File: config.mk
export PLATFORM = sky130hd
export DESIGN_NAME = bus_arbiter
export DESIGN_NICKNAME = d
export VERILOG_FILES = /design/src/rtl/bus_pkg.sv /design/src/rtl/rr_priority.sv /design/src/rtl/bus_arbiter.sv
export SDC_FILE = /design/constraint.sdc
export NUM_CORES = 1
export LEC_CHECK = 0
export BUFFER_PORTS_ARGS = -buffer_cell sky130_fd_sc_hd__buf_2
export CAP_MARGIN = 30
export CORE_ASPECT_RATIO = 1.1
export CORE_MARGIN = 1
export CORE_UTILIZATION = 45
export DETAILED_ROUTE_END_ITERATION = 10
export MAX_ROUTING_LAYER = met4
export PLACE_DENSITY = 0.84
export SYNTH_ARGS = -nofsm -noshare
export SYNTH_HDL_FRONTEND = slang
export SYNTH_HIERARCHICAL = 1
export SYNTH_SLANG_ARGS = --single-unit
File: constraint.sdc
create_clock -name i_clk -period 2.9 [get_ports i_clk]
set_clock_uncertainty 0.05 [all_clocks]
set_input_delay 0.29 -clock i_clk [delete_from_list [all_inputs] [get_ports i_clk]]
set_output_delay 0.29 -clock i_clk [all_outputs]
set_load 0.05 [all_outputs]
File: src/rtl/bus_pkg.sv
// Shared types and constants for the round-robin bus arbiter.
package bus_pkg;

  typedef enum logic [2:0] {
    IDLE    = 3'd0,
    ACCESS  = 3'd1,
    WAIT    = 3'd2,
    GRANT   = 3'd3,
    RELEASE = 3'd4
  } arb_state_t;

  localparam int ADDR_W   = 9;
  localparam int DATA_W   = 8;
  localparam int GPIO_BIT = 8;

  // Pointer width that stays legal for a single-core build.
  function automatic int ptr_width(input int n);
    return (n > 1) ? $clog2(n) : 1;
  endfunction

endpackage

File: src/rtl/rr_priority.sv
// Round-robin pick: first requesting core at or after the pointer, wrapping.
module rr_priority
  import bus_pkg::*;
#(
  parameter int N_CORES = 2,
  parameter int PTR_W   = ptr_width(N_CORES)
) (
  input  logic [N_CORES-1:0] i_req,
  input  logic [PTR_W-1:0]   i_ptr,
  output logic [N_CORES-1:0] o_pick,
  output logic               o_valid
);

  logic [N_CORES-1:0]   w_rot;
  logic [N_CORES-1:0]   w_first;
  logic [2*N_CORES-1:0] w_back;

  // Rotate so the pointer position lands on bit 0; the pointer is always < N_CORES.
  assign w_rot = N_CORES'({i_req, i_req} >> i_ptr);

  // Lowest set bit of the rotated request vector.
  always_comb begin
    w_first = '0;
    o_valid = 1'b0;
    for (int j = 0; j < N_CORES; j++) begin
      if (!o_valid && w_rot[j]) begin
        w_first[j] = 1'b1;
        o_valid    = 1'b1;
      end
    end
  end

  // Rotate the one-hot result back into core numbering.
  assign w_back = {{N_CORES{1'b0}}, w_first} << i_ptr;
  assign o_pick = w_back[N_CORES-1:0] | w_back[2*N_CORES-1:N_CORES];

endmodule

File: src/rtl/bus_arbiter.sv
// Round-robin arbiter sharing one 8-bit RAM/GPIO bus between N_CORES cores.
// Every output is a register; strobes and grant lag the FSM state by one cycle,
// while addresses and write data are registered at the IDLE latch so that a
// synchronous RAM has its address a full cycle ahead of the read capture.
module bus_arbiter
  import bus_pkg::*;
#(
  parameter int N_CORES = 2,
  parameter int RAM_LAT = 1
) (
  input  logic                        i_clk,
  input  logic                        i_reset,
  input  logic [N_CORES-1:0]          i_req,
  input  logic [N_CORES-1:0]          i_req_rw,
  input  logic [ADDR_W*N_CORES-1:0]   i_req_addr,
  input  logic [DATA_W*N_CORES-1:0]   i_req_wdata,
  output logic [N_CORES-1:0]          o_grant,
  output logic [DATA_W-1:0]           o_rdata,
  output logic [7:0]                  o_ram_addr,
  output logic                        o_ram_we,
  output logic [DATA_W-1:0]           o_ram_wdata,
  input  logic [DATA_W-1:0]           i_ram_rdata,
  output logic [7:0]                  o_gpio_addr,
  output logic                        o_gpio_we,
  output logic [DATA_W-1:0]           o_gpio_wdata,
  input  logic [DATA_W-1:0]           i_gpio_rdata
);

  localparam int              PTR_W     = ptr_width(N_CORES);
  localparam logic [7:0]      WAIT_LOAD = (RAM_LAT > 1) ? 8'(RAM_LAT - 2) : 8'd0;
  localparam logic [PTR_W-1:0] LAST_IDX = PTR_W'(N_CORES - 1);

  arb_state_t          r_state;
  logic [PTR_W-1:0]    r_ptr;
  logic [N_CORES-1:0]  r_sel;
  logic                r_rw;
  logic                r_gpio;
  logic [7:0]          r_wait_cnt;
  logic [N_CORES-1:0]  r_grant;
  logic [DATA_W-1:0]   r_rdata;
  logic [7:0]          r_ram_addr;
  logic                r_ram_we;
  logic [DATA_W-1:0]   r_ram_wdata;
  logic [7:0]          r_gpio_addr;
  logic                r_gpio_we;
  logic [DATA_W-1:0]   r_gpio_wdata;

  logic [N_CORES-1:0]  w_pick;
  logic                w_valid;
  logic                w_rw;
  logic [ADDR_W-1:0]   w_addr;
  logic [DATA_W-1:0]   w_wdata;
  logic [PTR_W-1:0]    w_sel_idx;
  logic [PTR_W-1:0]    w_ptr_next;

  rr_priority #(
    .N_CORES (N_CORES),
    .PTR_W   (PTR_W)
  ) u_rr_priority (
    .i_req   (i_req),
    .i_ptr   (r_ptr),
    .o_pick  (w_pick),
    .o_valid (w_valid)
  );

  // Route the picked core's request fields onto a single set of wires.
  always_comb begin
    w_rw    = 1'b0;
    w_addr  = '0;
    w_wdata = '0;
    for (int i = 0; i < N_CORES; i++) begin
      if (w_pick[i]) begin
        w_rw    = i_req_rw[i];
        w_addr  = i_req_addr[ADDR_W*i +: ADDR_W];
        w_wdata = i_req_wdata[DATA_W*i +: DATA_W];
      end
    end
  end

  // Index of the core being served, and the pointer one past it.
  always_comb begin
    w_sel_idx = '0;
    for (int i = 0; i < N_CORES; i++) begin
      if (r_sel[i]) begin
        w_sel_idx = PTR_W'(i);
      end
    end
    w_ptr_next = (w_sel_idx == LAST_IDX) ? '0 : w_sel_idx + PTR_W'(1);
  end

  // Transaction FSM with the latched request and all registered bus outputs.
  always_ff @(posedge i_clk or posedge i_reset) begin
    if (i_reset) begin
      r_state      <= IDLE;
      r_ptr        <= '0;
      r_sel        <= '0;
      r_rw         <= 1'b0;
      r_gpio       <= 1'b0;
      r_wait_cnt   <= '0;
      r_grant      <= '0;
      r_rdata      <= '0;
      r_ram_addr   <= '0;
      r_ram_we     <= 1'b0;
      r_ram_wdata  <= '0;
      r_gpio_addr  <= '0;
      r_gpio_we    <= 1'b0;
      r_gpio_wdata <= '0;
    end else begin
      r_ram_we  <= 1'b0;
      r_gpio_we <= 1'b0;
      r_grant   <= '0;
      case (r_state)
        IDLE: begin
          if (w_valid) begin
            r_sel  <= w_pick;
            r_rw   <= w_rw;
            r_gpio <= w_addr[GPIO_BIT];
            if (w_addr[GPIO_BIT]) begin
              r_gpio_addr <= w_addr[7:0];
              if (w_rw) begin
                r_gpio_wdata <= w_wdata;
              end
            end else begin
              r_ram_addr <= w_addr[7:0];
              if (w_rw) begin
                r_ram_wdata <= w_wdata;
              end
            end
            r_state <= ACCESS;
          end
        end
        ACCESS: begin
          if (r_rw) begin
            if (r_gpio) begin
              r_gpio_we <= 1'b1;
            end else begin
              r_ram_we <= 1'b1;
            end
          end
          // Only slow RAM reads need extra cycles before the capture.
          if (!r_rw && !r_gpio && (RAM_LAT > 1)) begin
            r_wait_cnt <= WAIT_LOAD;
            r_state    <= WAIT;
          end else begin
            r_state <= GRANT;
          end
        end
        WAIT: begin
          if (r_wait_cnt == 8'd0) begin
            r_state <= GRANT;
          end else begin
            r_wait_cnt <= r_wait_cnt - 8'd1;
          end
        end
        GRANT: begin
          r_grant <= r_sel;
          if (!r_rw) begin
            r_rdata <= r_gpio ? i_gpio_rdata : i_ram_rdata;
          end
          r_ptr   <= w_ptr_next;
          r_state <= RELEASE;
        end
        RELEASE: begin
          // The served core still holds req this cycle; never sample here.
          r_state <= IDLE;
        end
        default: begin
          r_state <= IDLE;
        end
      endcase
    end
  end

  assign o_grant      = r_grant;
  assign o_rdata      = r_rdata;
  assign o_ram_addr   = r_ram_addr;
  assign o_ram_we     = r_ram_we;
  assign o_ram_wdata  = r_ram_wdata;
  assign o_gpio_addr  = r_gpio_addr;
  assign o_gpio_we    = r_gpio_we;
  assign o_gpio_wdata = r_gpio_wdata;

endmodule

# [Word level (Yosys, flattened, before mapping)]
# Index checks and enable logic that the tools add are counted.
[word_totals] regBits=60 output_inout_bits=44
[classes] add_sub_neg=2 n_eq_ne=5 shifts=2 muxes=22 bitwise_logic=4 reduce_logical=12
[ops] cell="$mux W8" n=3
[ops] cell="$mux W9" n=2
[ops] cell="$mux W1" n=13
[ops] cell="$pmux W3 S4" n=1
[ops] cell="$logic_not A8 Y1" n=1
[ops] cell="$reduce_and A2 Y1" n=4
[ops] cell="$reduce_and A4 Y1" n=2
[ops] cell="$sub A8 B1 Y8 const B" n=1
[ops] cell="$eq A3 B2 Y1 const B" n=2
[ops] cell="$mux W3" n=2
[ops] cell="$reduce_and A3 Y1" n=2
[ops] cell="$shl A2 B1 Y4" n=1
[ops] cell="$shr A4 B1 Y2" n=1
[ops] cell="$eq A3 B1 Y1 const B" n=1
[ops] cell="$logic_not A3 Y1" n=1
[ops] cell="$not A1 Y1" n=3
[ops] cell="$mux W2" n=1
[ops] cell="$ne A2 B1 Y1 const B" n=1
[ops] cell="$ne A2 B2 Y1 const B" n=1
[ops] cell="$or A2 B2 Y2" n=1
[ops] cell="$add A1 B1 Y1 const B" n=1
[ops] cell="$logic_and A1 B1 Y1" n=1
[ops] cell="$logic_not A1 Y1" n=1

# [Logic depth before layout (Yosys ltp)]
# Gate-level depths: netlist of run 1.
[logic_depth] ltp_word=11 ltp_mapped=7

# [Cells and area by module]
# Netlist of run 1, hierarchy kept.
[by_module_without_submodules] module="bus_arbiter" n_inst=1 cells_per_inst=210 area_each_um2=2711.4 seq_area_each_um2=1501.4
[by_module_without_submodules] module="rr_priority" n_inst=1 cells_per_inst=4 area_each_um2=25.0 seq_area_each_um2=0.0

# [Worst setup path before layout of run 1]
# OpenSTA, ideal clock, no wires.
[synth_path] kind="register to register" start="register r_state[0]" end="register r_ram_wdata[0] (netlist: o_ram_wdata[0])" setup_ns=0.125 t_arrival_ns=1.889 setup_slack_ns=0.836 path_stages_with_launch=6 n_path_buf=2 synth_period_minus_slack_ns=2.064 cell_sequence="dfrtp_1 -> buf_6 -> or4b_1 -> buf_6 -> a2111oi_4 -> mux2_2"
[synth_via] elab_chain_cells=2
[synth_lines] item="start, declared" line_no="bus_arbiter.sv:33" text="arb_state_t r_state;"
[synth_lines] item="start signal, assigned" line_no="bus_arbiter.sv:94" text="r_state <= IDLE;"
[synth_lines] item="start signal, assigned" line_no="bus_arbiter.sv:129" text="r_state <= ACCESS;"
[synth_lines] item="start signal, assigned" line_no="bus_arbiter.sv:143" text="r_state <= WAIT;"
[synth_lines] item="$logic_not A3 Y1" line_no="bus_arbiter.sv:112" text="case (r_state)"
[synth_lines] item="$reduce_and A4 Y1 (no source line)"
[synth_lines] item="end signal, assigned" line_no="bus_arbiter.sv:126" text="r_ram_wdata <= w_wdata;"
[synth_lines] item="end, declared" line_no="bus_arbiter.sv:43" text="logic [DATA_W-1:0] r_ram_wdata;"
# No other way between the ends.
# A chain may end at the register's enable or synchronous reset.

# [Worst setup path in the final report of run 1]
[layout_path] start="register r_state[1]" end="register r_ram_wdata[3] (netlist: o_ram_wdata[3])"
# The elaborated chain is that of the path after synthesis.

==> results of run 1 <==
-- worst max path at each step --
stage	end
2_1_floorplan	o_ram_wdata[0]
3_3_place_gp	o_ram_wdata[1]
3_5_place_dp	o_ram_wdata[3]
4_1_cts	o_ram_wdata[3]
5_1_grt	o_ram_wdata[3]
6_report	o_ram_wdata[3]
-- critical path, stage by stage, from the launching register on --
cell and delay (ns):
dfrtp_1 0.49, or4b_1 0.77, a2111oi_4 0.62, mux2_2 0.42
-- registers in the layout (all words and copies together), names as in the netlist --
name          cells
o_gpio_addr       8
o_gpio_wdata      8
o_gpio_we         1
o_grant           2
o_ram_addr        8
o_ram_wdata       8
o_ram_we          1
o_rdata           8
r_gpio            1
r_ptr             1
r_rw              1
r_sel             2
r_state           3
r_wait_cnt        8
-- kinds of logic after synthesis --
kind of cell | after synthesis | synth area share (%)
simple gates | 51 | 11.0
mux | 45 | 18.1
xor+xnor | 5 | 1.60
compound gates | 35 | 10.8
buf+inv | 16 | 2.79
fa+ha+maj | 2 | 0.914
flops | 60 | 54.9
-- area by class of cell --
type / instances / area, um^2
fillers: 483 / 2280
clock buffers: 11 / 141
multi-input cells: 138 / 1170
repair buffers: 105 / 543
well taps: 77 / 96.3
flip-flops and latches: 60 / 1500
inverters: 6 / 22.5
clock inverters: 4 / 50.0
-- power groups by stage --
stage	clock [mW]	sequential, mW	combinational, mW
finish	0.727	1.39	1.96
global route	0.787	1.44	2.06
CTS	0.743	1.39	1.97
detailed placement	0	1.40	1.97
global placement	0	1.39	1.94
floorplan	0	2.25	0.678
-- layer usage --
layer	vias to the layer above	GRT usage, %
met5	-	-
met4	0	9.44
met3	13	4.59
met2	82	30.6
met1	978	24.8
li1	987	-
-- stage by stage --
step                utilization, %  setup WS, ns  hold slack, ns  total power, mW  std cells
floorplan                        -         0.836           0.388             2.93        214
global placement              57.2         0.555           0.234             3.33        385
detailed placement            57.2         0.473           0.237             3.37        385
CTS                           60.7         0.430           0.199             4.11        401
global route                  60.7         0.309           0.211             4.28        401
finish                        60.7         0.432           0.203             4.07        401
-- cells in the final DEF (no fill, tap or decap), types with 2 or more instances in the layout --
master       n
nand3b_1     4
a21oi_1     11
a22o_1      16
nand2_1      8
mux2_2      35
buf_2       99
nor3_1       4
xor2_1       3
inv_1        5
nor2_1      15
ha_1         2
buf_4        5
xnor2_1      2
clkinvlp_4   2
nor4_1       2
and2_1       3
clkbuf_8    10
mux2i_1     10
and3b_1      2
nor3b_1      2
dfrtp_1     60
-- timing repair --
item                                    in CTS  in global routing
buffers inserted                             0                  0
endpoints found under the hold margin       17                  0
endpoints found under the setup margin       0                  0
hold buffers                                 1                  0
==> flow_summary.toml, run 1 <==
[run]
cap_violations = 0

[floorplanning]
ioPinCount = 100
fp.dieH_um = 83.8
dieArea_um2 = 6400
initial_core_util_pct = 47.1
fp.dieW_um = 76.4
rows = 29
fp.coreArea_um2 = 5810

[sta]
period_minus_slack_ns = 2.47
period_share_pct = 85.1
finalHoldViolCount = 0
drv_slew = 0
finalSetupTns_ns = 0
timing.fmax_ghz = 0.405
rsz0062_at_grt = "no"
relSlewSlack_pct = 46.1
tightestPinTransition_ns = 0.807
setup_viol = 0

[clock_tree]
clockRootBuffer = "clkbuf_8"
clock_sinks = 60
htreeDepth = 3
cts_resized = 0
cts_buffer_depth = 2
worstSkewPairLatency_ns = 0.33
cts_tree = "yes"
cts_buffers = 9
clk_pin_slew_ns = 0.07

[route]
route.detailed.drc = 0
via_per_inst = 5.14
top_layer = "met4"
met1_length_um = 2580
dr.first_iter.drc_count = 121
postRouteAntennaNets = 0
wl_per_cell_um = 14.0
totalWireLength_um = 5600
drt_pre_antenna_iters = 4
vias = 2060
wl_met2_um = 2620
dr_wl_met3_um = 316

[power]
power.share.clock_pct = 17.9
ir_drop_uv = 704
switching_share_pct = 46.9
pwr-share-seq_pct = 34.1
switchingPower_mw = 1.91
leakagePower_nw = 1.81
p_comb_share_pct = 48.0
power_density_nw_per_um2 = 1160
p_int_mw = 2.16

[yosys]
seq_area_frac_synth_pct = 54.9
netlist_top_cells_count = "dfrtp_1, mux2_2, a22o_1, nor2_1, a21oi_1"
yosysMostFrequentCell = "dfrtp_1"
yosysTopAreaCell = "dfrtp_1"
synth_warnings = 6
post_synth_instance_area_um2 = 2740
ys_ff_latch = 60
yosysUniqueCellTypes = 37
avgSynthCellArea_um2 = 12.8
synth_top_area_share_pct = 54.9
synth-edff-count = 0
synth.area.top_cells = "dfrtp_1, mux2_2, a22o_1"
ys_async_sr_fraction_pct = 100
synthCells = 214
ys_dominant_reg_cell = "dfrtp_1"
synthesis.nets = 272

[global_route]
grt_max_degree = 44
track_usage_pct = 19.9
grt_pass1_vias = 2141
grt-ovfl-total = 0
grt_pass1_wl_um = 9710
antenna_found_initial = 0

[critical_path]
crit_fanout = 11
worst_ep_arrival_time_ns = 2.63
crit_start = "r_state[1]"
ff2ff_path_depth = 3
crit_required_ns = 3.07
rr_startpoint = "r_state[1]"
crit_type = "reg -> reg"
r2r_slack_ns = 0.43
critPathLaunchType = "register"
end_kind = "register"
reg2reg_to = "o_ram_wdata[3]"

[min_path]
whs_path_depth = 3
worstHoldEndpoint = "o_rdata[7]"
min-delay-start = "i_ram_rdata[7]"
min_path_type = "in -> reg"

[cells_and_area]
final_nets = 378
drive_above_1_share_pct = 50.0
diodes = 0
area_growth_pct = 28.8
fin_area_um2 = 3520

[placement]
placed_cell_area_um2 = 3320
gp_congestion = 0.777
dp_hpwl_um = 4030
port_buffers = 99

[status]
status = "finished clean"
(Power assumes the default switching activity.)
==> inputs of run 2 (changes only) <==
Clock period 2.9 ns to 2.3 ns, I/O delays scaled along.
==> run 2 against run 1 <==
Compared with the run above:
- die area stayed put
- sequential power rose by 22%
- clock power rose by 25%
- worst hold slack lost 0.052 ns
- cell count increased by 2.7%
- register-to-register slack got worse by 0.28 ns
- sequential cell count is the same
- sequential share of layout area fell by 0.93 points
- count of clock-buffer cells in the layout shrank 1
- power grew 28%
- critical path depth is the same
- wire length grew 5.9%
- highest routed layer unchanged
==> flow_summary.toml, run 2 (synthesized netlist as in run 1, its figures left out) <==
[run]
cap_violations = 0

[floorplanning]
dieArea_um2 = 6400
fp.dieW_um = 76.4
initial_core_util_pct = 47.1
ioPinCount = 100
rows = 29
fp.dieH_um = 83.8
fp.coreArea_um2 = 5810

[critical_path]
worst_ep_arrival_time_ns = 2.32
r2r_slack_ns = 0.15
crit_start = "r_state[1]"
reg2reg_to = "o_gpio_wdata[4]"
critPathLaunchType = "register"
ff2ff_path_depth = 3
crit_type = "reg -> reg"
crit_fanout = 8
crit_required_ns = 2.47
end_kind = "register"
rr_startpoint = "r_state[1]"

[route]
totalWireLength_um = 5930
via_per_inst = 5.15
wl_per_cell_um = 14.4
dr.first_iter.drc_count = 97
postRouteAntennaNets = 0
drt_pre_antenna_iters = 4
route.detailed.drc = 0
vias = 2120

[sta]
setup_viol = 0
rsz0062_at_grt = "no"
tightestPinTransition_ns = 0.847
relSlewSlack_pct = 42.7
period_minus_slack_ns = 2.15
finalHoldViolCount = 0
timing.fmax_ghz = 0.465
drv_slew = 0
finalSetupTns_ns = 0
period_share_pct = 93.4
layout_setup_ws_ns = 0.151

[global_route]
grt-ovfl-total = 0
track_usage_pct = 20.5
grt_pass1_wl_um = 9840
grt_max_degree = 24
grt_pass1_vias = 2126
antenna_found_initial = 0

[cells_and_area]
area_growth_pct = 31.6
final_nets = 388
diodes = 0
fill_cells = 473
layout_common_cells = "buf_2, dfrtp_1, mux2_2, a22o_1"
drive_above_1_share_pct = 51.9
layout_commonest_cell = "buf_2"

[status]
status = "finished clean"

[placement]
post-place-ws_ns = 0.0768
port_buffers = 99
dp_hpwl_um = 4450
gp_congestion = 0.811

[power]
ir_drop_uv = 821
power_density_nw_per_um2 = 1440
leakagePower_nw = 1.86

[min_path]
worstHoldEndpoint = "o_rdata[6]"
min-delay-start = "i_ram_rdata[6]"
min_path_type = "in -> reg"
whs_path_depth = 3

[clock_tree]
cts_buffer_depth = 2
worstSkewPairLatency_ns = 0.33
cts_tree = "yes"
clock_sinks = 60
htreeDepth = 3
clockRootBuffer = "clkbuf_8"
cts_buffers = 9
clk_pin_slew_ns = 0.07
postCtsSetupBuffers = 0
[run 2: worst max path at each step]
stage	to	slack, ns
after global placement	o_gpio_wdata[6]	0.16
after detailed placement	o_ram_wdata[7]	0.08
after global routing	o_gpio_wdata[3]	0.04
after CTS	o_ram_wdata[7]	0.07
after floorplan	o_ram_wdata[0]	0.24
final	o_gpio_wdata[4]	0.15
[run 2: worst max-delay path: stages (launching register included)]
cell      delay, ns
dfrtp_1        0.38
or4b_1         0.75
a221oi_4       0.47
mux2_2         0.40
[run 2: power by group]
| part | leakage, nW | switching (mW) | total [mW] | internal, mW |
|---|---|---|---|---|
| clock | 0.0927 | 0.410 | 0.910 | 0.500 |
| sequential | 0.762 | 0.242 | 1.70 | 1.46 |
| combinational | 1.01 | 1.79 | 2.60 | 0.804 |
[run 2: final cells by class]
type	count	area (um^2)	area share, %
sequential	60	1500	41.7
multi-input combinational	138	1170	32.5
timing repair buffer	115	618	17.2
clock buffer	10	128	3.54
tap	77	96.3	2.67
clock inverter	6	63.8	1.77
inverter	6	22.5	0.625
[run 2: per-layer routing]
layer  routed length (um)  global-route usage (%)
met1                 2560                    24.5
met2                 2910                    31.4
met3                  365                    5.14
met4                   94                    11.7
met5                    0                       -
[run 2: repair_timing]
| item | CTS | global route |
|---|---|---|
| endpoints found under the setup margin | 0 | 16 |
| endpoints found under the hold margin | 21 | 0 |
| hold buffers | 1 | 0 |
| resized for setup | 0 | 1 |
[run 2: per-stage QoR]
stage                     instances  area [um^2]  total power, mW  hold WS [ns]  util (%)
after floorplan                 214         2740             3.69         0.387         -
after global placement          395         3400             4.26         0.227      58.5
after detailed placement        395         3400             4.32         0.241      58.5
after CTS                       412         3600             5.25         0.144      62.0
after global routing            412         3600             5.45         0.141      62.0
final                           412         3600             5.20         0.151      62.0
==> inputs of run 3 (changes only) <==
==> constraint.sdc (replaced) <==
create_clock -name i_clk -period 2.3 [get_ports i_clk]
set_clock_uncertainty 0.05 [all_clocks]
set_input_delay 0.46 -clock i_clk [delete_from_list [all_inputs] [get_ports i_clk]]
set_output_delay 0.46 -clock i_clk [all_outputs]
set_load 0.05 [all_outputs]
==> run 3 against run 2 <==
Compared with the run above:
- combinational power rose by 2%
- sequential cell count is the same
- cell count rose by 0.49%
- global-route usage grew 1.1 points
- register-to-register slack improved by 0.07 ns
- count of clock-buffer cells in the layout rose by 2
- non-clock buffer count increased by 4
- first-iteration DRC count fell by 63%
- critical endpoint is now o_ram_wdata[0]
==> flow_summary.toml, run 3 (synthesized netlist as in run 1, its figures left out) <==
[sta]
period_share_pct = 90.4
finalSetupTns_ns = 0
relSlewSlack_pct = 63.5
drv_slew = 0
period_minus_slack_ns = 2.08
finalHoldViolCount = 0
tightestPinTransition_ns = 0.533
setup_viol = 0
timing.fmax_ghz = 0.481
rsz0062_at_grt = "no"

[global_route]
met1_usage_pct = 24.5
grt_pass1_vias = 2251
grt_max_degree = 61
grt_pass1_wl_um = 10300
track_usage_pct = 21.5
antenna_found_initial = 0
grt-ovfl-total = 0
grt-busiest-layer = "met2"
gr-usage-met3_pct = 6.23
met2_usage_pct = 35.5

[clock_tree]
clockRootBuffer = "clkbuf_8"
clk_pin_slew_ns = 0.06
worstSkewPairLatency_ns = 0.33
cts_hold_buf = 0
htreeDepth = 3
cts_buffer_depth = 2
cts_resized = 0
clock_sinks = 60
postCtsSetupBuffers = 0
cts_buffers = 9
cts_tree = "yes"

[cells_and_area]
drive_above_1_share_pct = 52.2
area_growth_pct = 33.8
layout_common_cells = "buf_2, dfrtp_1, mux2_2, buf_4, a22o_1"
fill_cells = 469
diodes = 0
final_nets = 392
layout_commonest_cell = "buf_2"

[critical_path]
worst_ep_arrival_time_ns = 2.24
max_stage_delay_ns = 0.37
crit_chain = "inv_1 > a21boi_2 > buf_12 > and3b_1 > a2111oi_4 > buf_4 > mux2_2"
cp_slowest_cell = "dfrtp_1"
critPathLaunchType = "register"
crit_type = "reg -> reg"
crit_required_ns = 2.46
r2r_slack_ns = 0.22
end_kind = "register"
crit_fanout = 22

[min_path]
min_path_type = "in -> async"

[floorplanning]
fp.coreArea_um2 = 5810
ioPinCount = 100
fp.dieW_um = 76.4
dieArea_um2 = 6400
rows = 29
initial_core_util_pct = 47.1
fp.dieH_um = 83.8

[power]
leakagePower_nw = 1.90
power_density_nw_per_um2 = 1440
total_power_mw = 5.28
ir_drop_uv = 773

[route]
wl_per_cell_um = 14.6
vias = 2115
dr.first_iter.drc_count = 36
totalWireLength_um = 6060
via_per_inst = 5.11
drt_pre_antenna_iters = 4
route.detailed.drc = 0
postRouteAntennaNets = 0

[run]
cap_violations = 0

[placement]
dp_hpwl_um = 4450
port_buffers = 99
gp_congestion = 0.792

[status]
status = "finished clean"
==> run 3: final cells by class <==
type,count,area (um^2),area share [%]
sequential,60,1500,41.0
multi-input combinational,138,1170,31.9
timing repair buffer,119,683,18.7
clock buffer,12,155,4.24
tap,77,96.3,2.63
clock inverter,2,35.0,0.957
inverter,6,22.5,0.615
==> run 3: critical path, delay by kind of cell, from the launching register on <==
family,cells,cell delay (ns)
multiplexers,1,0.35
buffers and inverters,3,0.47
flip-flops,1,0.37
AND/OR/NAND/NOR,1,0.23
AO/OA/AOI/OAI,2,0.49
==> run 3: per-layer routing <==
| metal | vias up | wire [um] | part of all wire [%] |
|---|---|---|---|
| li1 | 1010 | - | - |
| met1 | 1025 | 2630 | 43 |
| met2 | 68 | 2990 | 49 |
| met3 | 12 | 316 | 5.2 |
| met4 | 0 | 124 | 2.0 |
| met5 | - | 0 | 0 |
==> run 3: where the power goes <==
group	total, mW	internal (mW)	switching [mW]
clock	0.928	0.546	0.382
combinational	2.65	0.838	1.81
sequential	1.71	1.46	0.250
total	5.28	2.84	2.44
==> run 3: worst paths after layout <==
check,startpoint,endpoint,depth (start not counted)
max,r_ptr,o_ram_wdata[0],7
max in group asynchronous,i_reset,o_gpio_addr[6],3
min,i_reset,o_ram_addr[1],3
min reg2reg,r_sel[0],o_grant[0],1
max reg2reg,r_ptr,o_ram_wdata[0],7
min in group i_clk,i_ram_rdata[0],o_rdata[0],3
==> run 3: per-stage QoR <==
stage	hold WS (ns)	instance area [um^2]	setup WS, ns	cells	utilization, %
5_1_grt	0.148	3660	0.0876	414	63.1
4_1_cts	0.133	3660	0.218	414	63.1
2_1_floorplan	0.388	2740	0.146	214	-
3_5_place_dp	0.440	3470	0.0389	400	59.8
6_report	0.122	3660	0.221	414	63.1
3_3_place_gp	0.433	3470	0.0581	400	59.8
